--- src/rtl/rxfifo_pkg.sv ---
// Shared definitions for the UART-RX FIFO controller: register offsets, FSM states,
// and the bit positions in the STATUS register.
package rxfifo_pkg;
  localparam logic [1:0] REG_DATA   = 2'd0;
  localparam logic [1:0] REG_STATUS = 2'd1;
  localparam logic [1:0] REG_CTRL   = 2'd2;

  typedef enum logic [1:0] {IDLE, RD_WAIT, RESP} state_e;

  localparam int ST_EMPTY     = 0;
  localparam int ST_FULL      = 1;
  localparam int ST_OVF       = 2;
  localparam int CTRL_FLUSH   = 0;
  localparam int CTRL_CLR_OVF = 1;
endpackage

--- src/rtl/fifo_ptr_ctrl.sv ---
// FIFO write/read pointers with one extra wrap bit, plus the derived full, empty
// and occupancy values.
module fifo_ptr_ctrl #(
  parameter int ADDR_W = 8
) (
  input  logic              clk,
  input  logic              resetn,
  input  logic              push,
  input  logic              pop,
  input  logic              flush,
  output logic [ADDR_W:0]   wp,
  output logic [ADDR_W:0]   rp,
  output logic [ADDR_W:0]   count,
  output logic              full,
  output logic              empty
);
  localparam logic [ADDR_W:0] ONE = {{ADDR_W{1'b0}}, 1'b1};

  // flush and pop never coincide: the APB side runs only one access at a time
  always_ff @(posedge clk or negedge resetn) begin
    if (!resetn) begin
      wp <= '0;
      rp <= '0;
    end else begin
      if (push)       wp <= wp + ONE;
      if (flush)      rp <= wp;
      else if (pop)   rp <= rp + ONE;
    end
  end

  assign empty = (wp == rp);
  assign full  = (wp[ADDR_W] != rp[ADDR_W]) && (wp[ADDR_W-1:0] == rp[ADDR_W-1:0]);
  assign count = wp - rp;
endmodule

--- src/rtl/apb_rxfifo_ctrl.sv ---
// APB slave and sequencer for the UART-RX -> block-RAM FIFO path. The DATA pop
// inserts wait states to cover the RAM's synchronous read latency.
module apb_rxfifo_ctrl
  import rxfifo_pkg::*;
#(
  parameter int ADDR_W = 8,
  parameter int DATA_W = 8,
  parameter int RD_LAT = 1
) (
  input  logic              clk,
  input  logic              resetn,
  input  logic              rx_valid,
  input  logic [DATA_W-1:0] rx_data,
  output logic [ADDR_W-1:0] ram_waddr,
  output logic [DATA_W:0]   ram_wdata,
  output logic              ram_we,
  output logic [ADDR_W-1:0] ram_raddr,
  output logic              ram_re,
  input  logic [DATA_W:0]   ram_rdata,
  input  logic              psel,
  input  logic              penable,
  input  logic              pwrite,
  input  logic [15:0]       paddr,
  input  logic [31:0]       pwdata,
  output logic [31:0]       prdata,
  output logic              pready,
  output logic              pslverr,
  output logic              irq_nempty
);
  localparam logic [ADDR_W+1:0] DEPTH = {2'b01, {ADDR_W{1'b0}}};

  state_e              state, state_nxt;
  logic [1:0]          lat_cnt;
  logic [ADDR_W:0]     wp, rp, count;
  logic                full, empty, pop, flush, clr_ovf;
  logic                push_q, ovf, accept, ram_re_c;
  logic [DATA_W-1:0]   wdata_q;
  logic [ADDR_W+1:0]   occ_nxt;
  logic [31:0]         status, rsp_data, prdata_q;
  logic                rsp_set, rsp_err, pready_q, pslverr_q, irq_q;
  logic [1:0]          idx;
  logic                setup;
  logic                unused_bits;

  fifo_ptr_ctrl #(.ADDR_W(ADDR_W)) u_ptr (
    .clk(clk), .resetn(resetn), .push(push_q), .pop(pop), .flush(flush),
    .wp(wp), .rp(rp), .count(count), .full(full), .empty(empty)
  );

  assign pop   = (state == RESP);
  assign idx   = paddr[3:2];
  assign setup = psel && !penable;

  // Occupancy seen by a new byte includes a write still in flight and a pop
  // retiring this cycle, so back-to-back strobes cannot overrun the RAM.
  assign occ_nxt = {1'b0, count} + (ADDR_W+2)'(push_q) - (ADDR_W+2)'(pop);
  assign accept  = rx_valid && (occ_nxt < DEPTH);

  always_comb begin
    status           = '0;
    status[31:16]    = 16'(count);
    status[ST_OVF]   = ovf;
    status[ST_FULL]  = full;
    status[ST_EMPTY] = empty;
  end

  always_comb begin
    state_nxt = state;
    ram_re_c  = 1'b0;
    flush     = 1'b0;
    clr_ovf   = 1'b0;
    rsp_set   = 1'b0;
    rsp_err   = 1'b0;
    rsp_data  = '0;
    unique case (state)
      IDLE: if (setup) begin
        rsp_set = 1'b1;
        unique case (idx)
          REG_DATA: begin
            if (pwrite || empty) rsp_err = 1'b1;
            else begin
              ram_re_c  = 1'b1;
              rsp_set   = 1'b0;
              state_nxt = RD_WAIT;
            end
          end
          REG_STATUS: if (!pwrite) rsp_data = status;
          REG_CTRL: if (pwrite) begin
            flush   = pwdata[CTRL_FLUSH];
            clr_ovf = pwdata[CTRL_CLR_OVF];
          end
          default: rsp_err = 1'b1;
        endcase
      end
      RD_WAIT: if (lat_cnt == 2'(RD_LAT-1)) state_nxt = RESP;
      RESP:    state_nxt = IDLE;
      default: state_nxt = IDLE;
    endcase
  end

  always_ff @(posedge clk or negedge resetn) begin
    if (!resetn) begin
      state     <= IDLE;
      lat_cnt   <= '0;
      pready_q  <= 1'b0;
      pslverr_q <= 1'b0;
      prdata_q  <= '0;
      push_q    <= 1'b0;
      wdata_q   <= '0;
      ovf       <= 1'b0;
      irq_q     <= 1'b0;
    end else begin
      state   <= state_nxt;
      lat_cnt <= (state == RD_WAIT) ? lat_cnt + 2'd1 : 2'd0;
      if (rsp_set) begin
        pready_q  <= 1'b1;
        pslverr_q <= rsp_err;
        prdata_q  <= rsp_data;
      end else if (state == RD_WAIT && state_nxt == RESP) begin
        pready_q  <= 1'b1;
        pslverr_q <= 1'b0;
        prdata_q  <= 32'(ram_rdata[DATA_W-1:0]);
      end else begin
        pready_q  <= 1'b0;
        pslverr_q <= 1'b0;
        prdata_q  <= '0;
      end
      push_q <= accept;
      if (accept) wdata_q <= rx_data;
      if (rx_valid && !accept) ovf <= 1'b1;
      else if (clr_ovf)        ovf <= 1'b0;
      irq_q <= !empty;
    end
  end

  assign ram_we     = push_q;
  assign ram_waddr  = wp[ADDR_W-1:0];
  assign ram_wdata  = {1'b0, wdata_q};
  assign ram_raddr  = rp[ADDR_W-1:0];
  // read enable is combinational off the setup phase; hold it low in reset
  assign ram_re     = ram_re_c && resetn;
  assign prdata     = prdata_q;
  assign pready     = pready_q;
  assign pslverr    = pslverr_q;
  assign irq_nempty = irq_q;

  assign unused_bits = ^{paddr[15:4], paddr[1:0], pwdata[31:2], ram_rdata[DATA_W]};
endmodule

--- config.mk ---
export PLATFORM = sky130hd
export DESIGN_NAME = apb_rxfifo_ctrl
export DESIGN_NICKNAME = d
export VERILOG_FILES = /design/src/rtl/rxfifo_pkg.sv /design/src/rtl/fifo_ptr_ctrl.sv /design/src/rtl/apb_rxfifo_ctrl.sv
export SDC_FILE = /design/constraint.sdc
export NUM_CORES = 1
export LEC_CHECK = 0
export CORE_ASPECT_RATIO = 0.6
export CORE_MARGIN = 2
export CORE_UTILIZATION = 35
export CTS_BUF_LIST = sky130_fd_sc_hd__clkbuf_4 sky130_fd_sc_hd__clkbuf_8 sky130_fd_sc_hd__clkbuf_16
export DETAILED_ROUTE_END_ITERATION = 8
export PLACE_DENSITY = 0.69
export SYNTH_ARGS = -nofsm -noshare
export SYNTH_HDL_FRONTEND = slang
export SYNTH_HIERARCHICAL = 1
export SYNTH_SLANG_ARGS = --single-unit
export TNS_END_PERCENT = 10
--- constraint.sdc ---
create_clock -name clk -period 8.4 [get_ports clk]
set_clock_uncertainty 0.15 [all_clocks]
set_input_delay 1.68 -clock clk [delete_from_list [all_inputs] [get_ports clk]]
set_output_delay 1.68 -clock clk [all_outputs]
set_load 0.01 [all_outputs]
# == After elaboration in Yosys (flattened, before gate mapping) ==
# Index checks and enable logic that the tools add are counted.
# classes
reduce_logical,16
eq_ne,8
n_mux,38
magnitude_cmp,1
add_sub_neg,6
# ops
operator,n
$mux 25,4
$mux 32,1
$mux 1,23
$add 9x1->9 const B,2
$mux 9,2
$add 9x1->10,1
$lt 10x9->1 const B,1
$mux 2,5
$sub 10x1->10,1
$eq 9x9->1,1
$sub 9x9->9,1
$eq 8x8->1,1
$mux 8,1
$eq 2x2->1 const B,3
$logic_and 1x1->1,6
$logic_not 2->1,3
$eq 2x1->1 const B,2
$pmux 2 s2,1
$reduce_bool 2->1,2
$logic_not 1->1,3
$add 2x1->2 const B,1
$pmux 1 s2,1
$reduce_or 2->1,1
$logic_or 1x1->1,1
$ne 1x1->1,1
# totals
elab_cells,80
register_bits,67
inputBits,71

# == Longest topological paths before layout ==
# Gate-level depths: netlist of run 1.
# logic_depth
ltp_word,10
ltp_mapped,15
ltp_nobuf,15

# == Hierarchy ==
# The synthesis of run 1 kept the hierarchy.
# modules_own_cells
module,area_each_um2,cells_per_inst,instances
apb_rxfifo_ctrl,1672.9,142,1
fifo_ptr_ctrl,1263.7,138,1

# == Worst setup path after synthesis of run 1 ==
# OpenSTA, ideal clock, no wires.
# synth_path
path_type,input -> output
from,in penable
to,out ram_re
path_buffers,0
cell_stages,3
arrival_time_ns,2.509
path_slack_ns,4.061
path_cell_list,or4b_1 > nor2_1 > and4_1
# synth_via
elab_chain_cells,5
# synth_lines
item,line_no,rtl
start: declaration,apb_rxfifo_ctrl.sv:21,"input logic penable,"
$logic_not 1->1,apb_rxfifo_ctrl.sv:52,assign setup = psel && !penable;
$logic_and 1x1->1,apb_rxfifo_ctrl.sv:52,
$mux 1,apb_rxfifo_ctrl.sv:76,IDLE: if (setup) begin
$mux 1,apb_rxfifo_ctrl.sv:75,unique case (state)
$logic_and 1x1->1,apb_rxfifo_ctrl.sv:141,assign ram_re = ram_re_c && resetn;
end: declaration,apb_rxfifo_ctrl.sv:18,"output logic ram_re,"
# Every way passes these cells.

# == Worst setup path in the final report of run 1 ==
# layout_path
from,in psel
to,out ram_re
# layout_via
elab_chain_cells,4
# layout_lines
item,line_no,rtl
start: declaration,apb_rxfifo_ctrl.sv:20,"input logic psel,"
$logic_and 1x1->1,apb_rxfifo_ctrl.sv:52,
$mux 1,apb_rxfifo_ctrl.sv:76,
$mux 1,apb_rxfifo_ctrl.sv:75,
$logic_and 1x1->1,apb_rxfifo_ctrl.sv:141,
# Every way passes these cells.

==> results of run 1 <==
how the worst min path moves through the flow:
stage,slack [ns],endpoint,depth (start not counted),start
5_1_grt,0.29,lat_cnt[0]$_DFF_PN0_,1,lat_cnt[0]$_DFF_PN0_
3_3_place_gp,0.26,lat_cnt[0]$_DFF_PN0_,1,lat_cnt[0]$_DFF_PN0_
3_5_place_dp,0.27,lat_cnt[0]$_DFF_PN0_,1,lat_cnt[0]$_DFF_PN0_
4_1_cts,0.28,lat_cnt[0]$_DFF_PN0_,1,lat_cnt[0]$_DFF_PN0_
6_report,0.27,lat_cnt[0]$_DFF_PN0_,1,lat_cnt[0]$_DFF_PN0_
2_1_floorplan,0.25,lat_cnt[0]$_DFF_PN0_,1,lat_cnt[0]$_DFF_PN0_
worst max-delay path: stages:
cell,delay [ns]
clkdlybuf4s50_1,0.48
or4b_1,0.46
nor2_1,0.17
and4_1,0.22
clkdlybuf4s50_1,0.55
logic make-up after synthesis:
group / Yosys count / synth area share (%)
multiplexers: 11 / 4.52
AO/OA/AOI/OAI: 36 / 8.74
buffers and inverters: 50 / 8.56
AND/OR/NAND/NOR: 82 / 16.1
flip-flops: 52 / 44.3
XOR/XNOR: 24 / 7.16
other: 1 / 0.128
adder cells (fa/ha/maj): 24 / 10.5
routing by layer:
metal,vias to the layer above,wire [um]
met4,0,73
met2,60,2760
met3,5,464
li1,1054,-
met1,1017,3160
met5,-,0
placed cells by master, fill, tap and decap left out, types with 7 or more instances in the layout:
master and n:
o21ai_0 10, inv_1 27, clkdlybuf4s50_1 70, ha_1 23, conb_1 16, a21oi_1 7, dfrtp_1 52, xnor2_1 19
and3_1 7, nand4_1 9, nand2_1 20, and2_1 11, mux2_2 8, nor2_1 10
state kept, by name, indices dropped and copies added, names as in the netlist:
register	cells
ram_we	1
pready	1
u_ptr/wp	9
prdata	17
pslverr	1
u_ptr/rp	9
wdata_q	8
lat_cnt	2
ovf	1
irq_nempty	1
state	2
through the flow:
stage / util (%) / total power [mW] / cell area (um2) / cells / hold WS, ns
finish: 48.2 / 1.44 / 3860 / 461 / 0.275
global route: 48.2 / 1.57 / 3860 / 461 / 0.290
CTS: 48.2 / 1.45 / 3860 / 461 / 0.281
detailed placement: 46.1 / 1.21 / 3690 / 453 / 0.270
global placement: 46.1 / 1.18 / 3690 / 453 / 0.264
floorplan: - / 0.973 / 2990 / 295 / 0.252
cell type report:
| type | count | area, um2 | area share (%) |
|---|---|---|---|
| sequential | 52 | 1300 | 33.7 |
| tap | 108 | 135 | 3.50 |
| clock buffer | 6 | 133 | 3.43 |
| inverter | 28 | 105 | 2.72 |
| clock inverter | 2 | 35.0 | 0.907 |
| multi-input combinational | 193 | 1440 | 37.3 |
| timing repair buffer | 72 | 713 | 18.5 |
report_power, final:
group | internal, mW | total [mW] | switching (mW)
combinational | 0.428 | 0.854 | 0.426
sequential | 0.302 | 0.354 | 0.0524
clock | 0.143 | 0.232 | 0.0882
total | 0.874 | 1.44 | 0.567
==> metrics.md, run 1 <==
| Metric | Value |
|---|---|
| Fin Setup TNS | 0 ns |
| GR Util met3 | 3.71% |
| Clock period minus worst slack | 5.38 ns |
| Critical path type | in2out |
| Die Span Y | 75.0 um |
| Final worst setup slack | 3.02 ns |
| Post-DRT Antenna Nets | 0 |
| Number of port buffers | 71 |
| Distinct cells, synth | 46 |
| PD cells | 373 nW/um2 |
| Vias in the first global route | 2043 |
| MaxCap Viol Count | 0 |
| CTS Hold Bufs | 0 |
| Slew @ Worst Pin | 0.749 ns |
| Avg Cell Area, Syn | 10.5 um2 |
| Outcome | finished, final reports clean |
| Leak | 1.74 nW |
| Area leader, netlist | dfrtp_1 |
| Crit. Startpoint | psel |
| Top-count cell post-synth | dfrtp_1 |
| Reg2reg end | wdata_q[5]$_DFFE_PN0P_ |
| Antenna diodes | 0 |
| Die X-Extent | 122 um |
| Worst path required time | 6.57 ns |
| Final hold vios | 0 |
| DR vias/cell | 4.63 |
| Largest net degree at the start of global routing | 54 |
| Met1 usage | 22.3% |
| Root buf cell | clkbuf_16 |
| CTS tree | built |
| Dominant synthesized flop cell | dfrtp_1 |
| RSZ-0062 raised after global routing | false |
| Number of enable flip-flop cells after synthesis | 0 |
| Part of the cycle the worst path needs | 64.0% |
| Residual DRC | 0 |
| Depth of the most critical reg-to-reg path | 14 |
| FFs w/ async S/R, synth | 100% |
| First-pass detailed-route iteration total | 4 |
| Most used routing layer | met1 |
| RR Startpoint | u_ptr/wp[0]$_DFFE_PN0P_ |
| Routed wire per std cell | 14.0 um |
| Cts bufs inserted | 5 |
| IO Count | 133 |
| Clock sinks | 52 |
| HPWL Detailed | 4.97 mm |
| Synth Warn # | 6 |
| Total routed wirelength | 6.46 mm |
| Via count | 2136 |
| Final Max Slew Viols | 0 |
| Final Wtd Congestion | 0.807 |
| Post-CTS sizing | 0 |
| Max IR drop VDD | 0.171 mV |
| Critical path fanouts, max | 2 |
| Total track usage | 14.9% |
| Largest cells by area after synthesis | dfrtp_1 (44%), ha_1 (9.8%), xnor2_1 (5.7%) |
| Fill cells | 763 |
| Worst slew margin | 49.9% |
| CTS clock-pin slew for the worst setup and hold paths | 0.07 ns |
| Achievable clock frequency | 186 MHz |
| Worst Path Arrival | 3.55 ns |
| Pre-CTS WS | 3.02 ns |
| HP Class | reg2reg |
| Starting Density | 36.7% |
| Worst Setup EP | ram_re |
| Met2 Usage GRT | 20.9% |
| Worst-Skew Late Latency | 0.29 ns |
| Core box area | 8010 um2 |
| Post-Synthesis Cells | 280 |
| Mapped Area | 2940 um2 |
| Top cell type's share of synthesized area | 44.3% |
| Placement row count | 25 |
| Most common library cells after synthesis | dfrtp_1 (52), inv_1 (27), ha_1 (23) |
| Area Growth Syn to Fin | 31.5% |
| Die footprint | 9160 um2 |
| Clk buf depth | 2 |
| Sequential area share after synthesis | 44.3% |
| Final setup fails | 0 |
| Nets | 447 |
| Initial antenna violation count | 0 |
| Htree depth | 2 |
| Critical Path Sink Type | output port |
| DR iter-0 viols | 93 |
| Synthesized flop and latch total | 52 |
| # Post-CTS Setup Buffers | 0 |
| R2R Setup Slk | 4.27 ns |
| Crit path launch type | input pin |
| Layout cells sized above 1 | 7.93% |
| Global-route wire length before repair | 10.3 mm |
| Gr ovfl total | 0 |
No activity file was read; power rests on OpenSTA's default activity.
==> run 2, diff against run 1 <==
clock period = 5.55 ns   (was 8.4 ns; I/O delays follow)
==> metrics.md, run 2 (synthesis results as in run 1) <==
| Metric | Value |
|---|---|
| Htree depth | 2 (unchanged) |
| Number of port buffers | 71 (unchanged) |
| Most common cell after layout, fill and taps aside | clkdlybuf4s50_1 (unchanged) |
| Hold Slack | 0.275 ns (about the same) |
| Flop pwr share | 25.1% (was 24.6%) |
| Fin Setup TNS | 0 ns (unchanged) |
| First-pass detailed-route iteration total | 4 (unchanged) |
| Root buf cell | clkbuf_16 (unchanged) |
| Final setup fails | 0 (unchanged) |
| Worst-path cell chain | clkdlybuf4s50_1 -> or4b_1 -> nor2_1 -> and4_1 -> clkdlybuf4s50_1 (unchanged) |
| PD cells | 555 nW/um2 (was 373 nW/um2) |
| Slew @ Worst Pin | 0.738 ns (was 0.749 ns) |
| IO Count | 133 (unchanged) |
| Worst Setup EP | ram_re (unchanged) |
| CTS tree | built (unchanged) |
| Clk buf depth | 2 (unchanged) |
| HP Class | reg2reg (unchanged) |
| Cell area after placement | 3690 um2 (unchanged) |
| Internal power | 1.28 mW (was 0.874 mW) |
| Routed wire per std cell | 14.1 um (was 14.0 um) |
| Storage cell area | 1300 um2 (unchanged) |
| Total track usage | 14.7% (was 14.9%) |
| Worst-Skew Late Latency | 0.29 ns (about the same) |
| CP Depth | 5 (unchanged) |
| Overall Power | 2.13 mW (was 1.44 mW) |
| Core box area | 8010 um2 (unchanged) |
| Critical path type | in2out (unchanged) |
| NetSw | 0.853 mW (was 0.567 mW) |
| # Post-CTS Setup Buffers | 0 (unchanged) |
| Placed insts | 453 (unchanged) |
| Total routed wirelength | 6.49 mm (was 6.46 mm) |
| CTS Hold Bufs | 0 (unchanged) |
| Clock period minus worst slack | 4.20 ns |
| Largest register FFs | 17 (unchanged) |
| Area Growth Syn to Fin | 30.5% (was 31.5%) |
| R2R Setup Slk | 1.38 ns (was 4.27 ns) |
| Reg2reg end | wdata_q[2]$_DFFE_PN0P_ (was wdata_q[5]$_DFFE_PN0P_) |
| Achievable clock frequency | 238 MHz |
| Vias in the first global route | 1990 (was 2043) |
| Post-CTS sizing | 0 (unchanged) |
| Depth of the most critical reg-to-reg path | 14 (unchanged) |
| Starting Density | 36.7% (unchanged) |
| Clk pwr share | 14.1% (was 16.1%) |
| Gr ovfl total | 0 (unchanged) |
| Final Max Slew Viols | 0 (unchanged) |
| HPWL Detailed | 5.02 mm (was 4.97 mm) |
| Post-Layout Cell Count | 460 (was 461) |
| Post-DRT Antenna Nets | 0 (unchanged) |
| Critical-path top delay cell | clkdlybuf4s50_1 (unchanged) |
| Die Span Y | 75.0 um (unchanged) |
| Most frequent cells in the layout | clkdlybuf4s50_1 (70), dfrtp_1 (52), inv_1 (27) (unchanged) |
| Die footprint | 9160 um2 (unchanged) |
| Antenna diodes | 0 (unchanged) |
| Crit path top cell by count | clkdlybuf4s50_1 (unchanged) |
| Die X-Extent | 122 um (unchanged) |
| RSZ-0062 raised after global routing | false (unchanged) |
| Via count | 2133 (was 2136) |
| DR vias/cell | 4.64 (was 4.63) |
| Final core utilization | 47.9% (was 48.2%) |
| Worst Path Arrival | 2.94 ns (was 3.55 ns) |
| Leak | 1.73 nW (was 1.74 nW) |
| Critical Path Sink Type | output port (unchanged) |
| Worst path required time | 4.29 ns (was 6.57 ns) |
| Nets | 447 (unchanged) |
| Initial antenna violation count | 0 (unchanged) |
| Max IR drop VDD | 0.251 mV (was 0.171 mV) |
| Worst slew margin | 50.7% (was 49.9%) |
| Final Wtd Congestion | 0.804 (was 0.807) |
| Outcome | finished, final reports clean (unchanged) |
| CTS clock-pin slew for the worst setup and hold paths | 0.06 ns (was 0.07 ns) |
| Top delay family on crit path | buffers and inverters (unchanged) |
| Residual DRC | 0 (unchanged) |
| CP Buf/Inv Count | 2 (unchanged) |
| Fill cells | 773 (was 763) |
| Cts bufs inserted | 5 (unchanged) |
| MaxCap Viol Count | 0 (unchanged) |
| Largest net degree at the start of global routing | 53 (was 54) |
| RR Startpoint | u_ptr/wp[0]$_DFFE_PN0P_ (unchanged) |
| Global-route wire length before repair | 10.2 mm (was 10.3 mm) |
| Sw Ratio | 40.1% (was 39.3%) |
| Final worst setup slack | 1.35 ns (was 3.02 ns) |
| Part of the cycle the worst path needs | 75.8% |
| Clock sinks | 52 (unchanged) |
| Crit. Startpoint | psel (unchanged) |
| Pre-CTS WS | 1.34 ns (was 3.02 ns) |
| Final hold vios | 0 (unchanged) |
| Critical path fanouts, max | 2 (unchanged) |
| Layout cells sized above 1 | 7.67% (was 7.93%) |
| DR iter-0 viols | 92 (was 93) |
| CP max stage delay | 0.54 ns (was 0.55 ns) |
| Area of the multi-input gates | 1440 um2 (unchanged) |
| Crit path launch type | input pin (unchanged) |
| Design area | 3830 um2 (was 3860 um2) |
| Placement row count | 25 (unchanged) |
| Comb pwr share | 60.8% (was 59.3%) |
[run 2: cell count changes in the layout (fill, tap and decap cells not counted)]
cell,before,now
bufinv_16,1,0
[run 2: how the worst min path moves through the flow]
stage | startpoint | to | depth (start not counted)
2_1_floorplan | lat_cnt[0]$_DFF_PN0_ | lat_cnt[0]$_DFF_PN0_ | 1
3_3_place_gp | lat_cnt[0]$_DFF_PN0_ | lat_cnt[0]$_DFF_PN0_ | 1
3_5_place_dp | lat_cnt[0]$_DFF_PN0_ | lat_cnt[0]$_DFF_PN0_ | 1
4_1_cts | lat_cnt[0]$_DFF_PN0_ | lat_cnt[0]$_DFF_PN0_ | 1
5_1_grt | lat_cnt[0]$_DFF_PN0_ | lat_cnt[0]$_DFF_PN0_ | 1
6_report | lat_cnt[0]$_DFF_PN0_ | lat_cnt[0]$_DFF_PN0_ | 1
[run 2: power groups by stage]
stage | sequential [mW] | clock, mW | combinational (mW)
2_1_floorplan | 0.560 | 0 | 0.913
3_3_place_gp | 0.538 | 0 | 1.25
3_5_place_dp | 0.541 | 0 | 1.30
4_1_cts | 0.535 | 0.312 | 1.30
5_1_grt | 0.548 | 0.327 | 1.45
6_report | 0.534 | 0.300 | 1.29
[run 2: metal layers]
layer | share of wire (%) | routed length, um | vias up | track usage [%]
li1 | - | - | 1058 | -
met1 | 51 | 3340 | 998 | 21.5
met2 | 41 | 2650 | 70 | 21.0
met3 | 6.3 | 409 | 7 | 3.64
met4 | 1.3 | 87 | 0 | 5.36
met5 | 0 | 0 | - | 0
[run 2: cell type report]
type                       instances  area share, %
inverter                          28           2.74
tap                              108           3.53
clock buffer                       6           3.46
clock inverter                     1          0.131
sequential                        52           34.0
timing repair buffer              72           18.6
multi-input combinational        193           37.6
==> run 3, diff against run 2 <==
clock period = 3.9 ns   (was 5.55 ns; I/O delays follow)
==> metrics.md, run 3 (synthesis results as in run 1) <==
| Metric | Value |
|---|---|
| Outcome | finished, final reports clean (unchanged) |
| Worst Setup EP | wdata_q[3]$_DFFE_PN0P_ (was ram_re) |
| Final worst setup slack | 0.121 ns (was 1.35 ns) |
| Layout cells sized above 1 | 17.5% (was 7.67%) |
| Die X-Extent | 122 um (unchanged) |
| Residual DRC | 0 (unchanged) |
| Area Growth Syn to Fin | 41.8% (was 30.5%) |
| Pre-CTS WS | -0.0360 ns (was 1.34 ns) |
| Final setup fails | 0 (unchanged) |
| Slew @ Worst Pin | 0.665 ns (was 0.738 ns) |
| DR iter-0 viols | 74 (was 92) |
| Most common cell after layout, fill and taps aside | clkdlybuf4s50_1 (unchanged) |
| Fill cells | 734 (was 773) |
| Post-Layout Cell Count | 486 (was 460) |
| Final Max Slew Viols | 0 (unchanged) |
| Die footprint | 9160 um2 (unchanged) |
| HP Class | reg2reg (unchanged) |
| Gr ovfl total | 0 (unchanged) |
| Clock sinks | 52 (unchanged) |
| HPWL Detailed | 5.22 mm (was 5.02 mm) |
| Worst-Skew Late Latency | 0.30 ns (was 0.29 ns) |
| Worst Path Arrival | 3.81 ns (was 2.94 ns) |
| Final hold vios | 0 (unchanged) |
| Final core utilization | 52.0% (was 47.9%) |
| Reg2reg end | wdata_q[3]$_DFFE_PN0P_ (was wdata_q[2]$_DFFE_PN0P_) |
| Largest register FFs | 17 (unchanged) |
| R2R Setup Slk | 0.12 ns (was 1.38 ns) |
| Total routed wirelength | 7.11 mm (was 6.49 mm) |
| Antenna diodes | 0 (unchanged) |
| CTS clock-pin slew for the worst setup and hold paths | 0.07 ns (was 0.06 ns) |
| Most frequent cells in the layout | clkdlybuf4s50_1 (70), dfrtp_1 (51), inv_1 (25) (was clkdlybuf4s50_1 (70), dfrtp_1 (52), inv_1 (27)) |
| Worst slew margin | 55.7% (was 50.7%) |
| Leak | 1.89 nW (was 1.73 nW) |
| Total track usage | 15.7% (was 14.7%) |
| PD cells | 915 nW/um2 (was 555 nW/um2) |
| Max IR drop VDD | 0.508 mV (was 0.251 mV) |
| Nets | 472 (was 447) |
| Worst path required time | 3.93 ns (was 4.29 ns) |
| MaxCap Viol Count | 0 (unchanged) |
| Global-route wire length before repair | 10.8 mm (was 10.2 mm) |
| Vias in the first global route | 2133 (was 1990) |
| Largest net degree at the start of global routing | 53 (unchanged) |
| Post-DRT Antenna Nets | 0 (unchanged) |
| Crit. Startpoint | u_ptr/rp[1]$_DFFE_PN0P_ (was psel) |
| Number of port buffers | 71 (unchanged) |
| First-pass detailed-route iteration total | 4 (unchanged) |
| IO Count | 133 (unchanged) |
| CTS Hold Bufs | 0 (unchanged) |
| Achievable clock frequency | 265 MHz |
| Crit path launch type | flip-flop (was input pin) |
| Critical path type | reg2reg (was in2out) |
| Critical Path Sink Type | flip-flop (was output port) |
| CTS tree | built (unchanged) |
| Core box area | 8010 um2 (unchanged) |
| Clk buf depth | 2 (unchanged) |
| Initial antenna violation count | 0 (unchanged) |
| Part of the cycle the worst path needs | 96.9% |
| Root buf cell | clkbuf_16 (unchanged) |
| Placement row count | 25 (unchanged) |
| DR vias/cell | 4.60 (was 4.64) |
| Die Span Y | 75.0 um (unchanged) |
| Starting Density | 36.7% (unchanged) |
| Htree depth | 2 (unchanged) |
| Critical path fanouts, max | 4 (was 2) |
| Placed insts | 468 (was 453) |
| Routed wire per std cell | 14.6 um (was 14.1 um) |
| RR Startpoint | u_ptr/rp[1]$_DFFE_PN0P_ (was u_ptr/wp[0]$_DFFE_PN0P_) |
| Via count | 2236 (was 2133) |
| Depth of the most critical reg-to-reg path | 14 (unchanged) |
| Final Wtd Congestion | 0.811 (was 0.804) |
| Cts bufs inserted | 5 (unchanged) |
| Clock period minus worst slack | 3.78 ns |
## run 3: cell count changes in the layout (fill, tap and decap cells not counted), moves of 2 or more
cell / delta
buf_4: +22
ha_4: +5
ha_1: -5
inv_2: +2
inv_1: -2
## run 3: worst min-delay path by stage
stage,startpoint,end,depth (start not counted)
after CTS,lat_cnt[0]$_DFF_PN0_,lat_cnt[0]$_DFF_PN0_,1
after detailed placement,lat_cnt[0]$_DFF_PN0_,lat_cnt[0]$_DFF_PN0_,1
after floorplan,lat_cnt[0]$_DFF_PN0_,lat_cnt[0]$_DFF_PN0_,1
after global routing,lat_cnt[0]$_DFF_PN0_,lat_cnt[0]$_DFF_PN0_,1
after global placement,lat_cnt[0]$_DFF_PN0_,lat_cnt[0]$_DFF_PN0_,1
final,lat_cnt[0]$_DFF_PN0_,lat_cnt[0]$_DFF_PN0_,1
## run 3: final cells by class
type                       instances  area, um2  area share, %
clock buffer                       6        139           3.34
sequential                        52       1300           31.3
inverter                          28        105           2.52
clock inverter                     2       10.0          0.240
multi-input combinational        193       1540           36.9
tap                              108        135           3.25
timing repair buffer              97        935           22.4
## run 3: critical path, stage by stage, from the launching register on
cell	delay (ns)
dfrtp_1	0.41
inv_2	0.08
ha_4	0.20
nor2b_4	0.12
o211ai_1	0.21
a21boi_2	0.11
o41ai_2	0.37
xnor2_1	0.18
inv_1	0.10
ha_4	0.25
buf_6	0.11
a2111oi_4	0.46
mux2i_4	0.39
clkbuf_16	0.20
mux2_2	0.32
## run 3: layer usage
| metal | routed length (um) | track usage [%] |
|---|---|---|
| met1 | 3580 | 22.9 |
| met2 | 3090 | 22.2 |
| met4 | 101 | 6.26 |
| met3 | 347 | 3.86 |
| met5 | 0 | 0 |
## run 3: power breakdown
group	switching (mW)	total [mW]	internal, mW
registers	0.0768	0.728	0.652
clock network	0.198	0.452	0.253
logic	1.15	2.63	1.48
## run 3: timing repair
item,in CTS,in global routing
setup buffers,1,8
pin swaps,1,11
setup endpoints to repair,8,8
resized for setup,1,17
cloned,0,1
## run 3: metrics by stage
stage / area, um2 / power (mW) / hold slack (ns) / setup TNS (ns)
finish: 4160 / 3.81 / 0.286 / 0
global route: 4160 / 4.14 / 0.293 / -0.198
CTS: 3980 / 3.39 / 0.288 / 0
detailed placement: 3820 / 2.87 / 0.280 / -0.195
global placement: 3820 / 2.79 / 0.264 / 0
floorplan: 2990 / 2.10 / 0.252 / 0
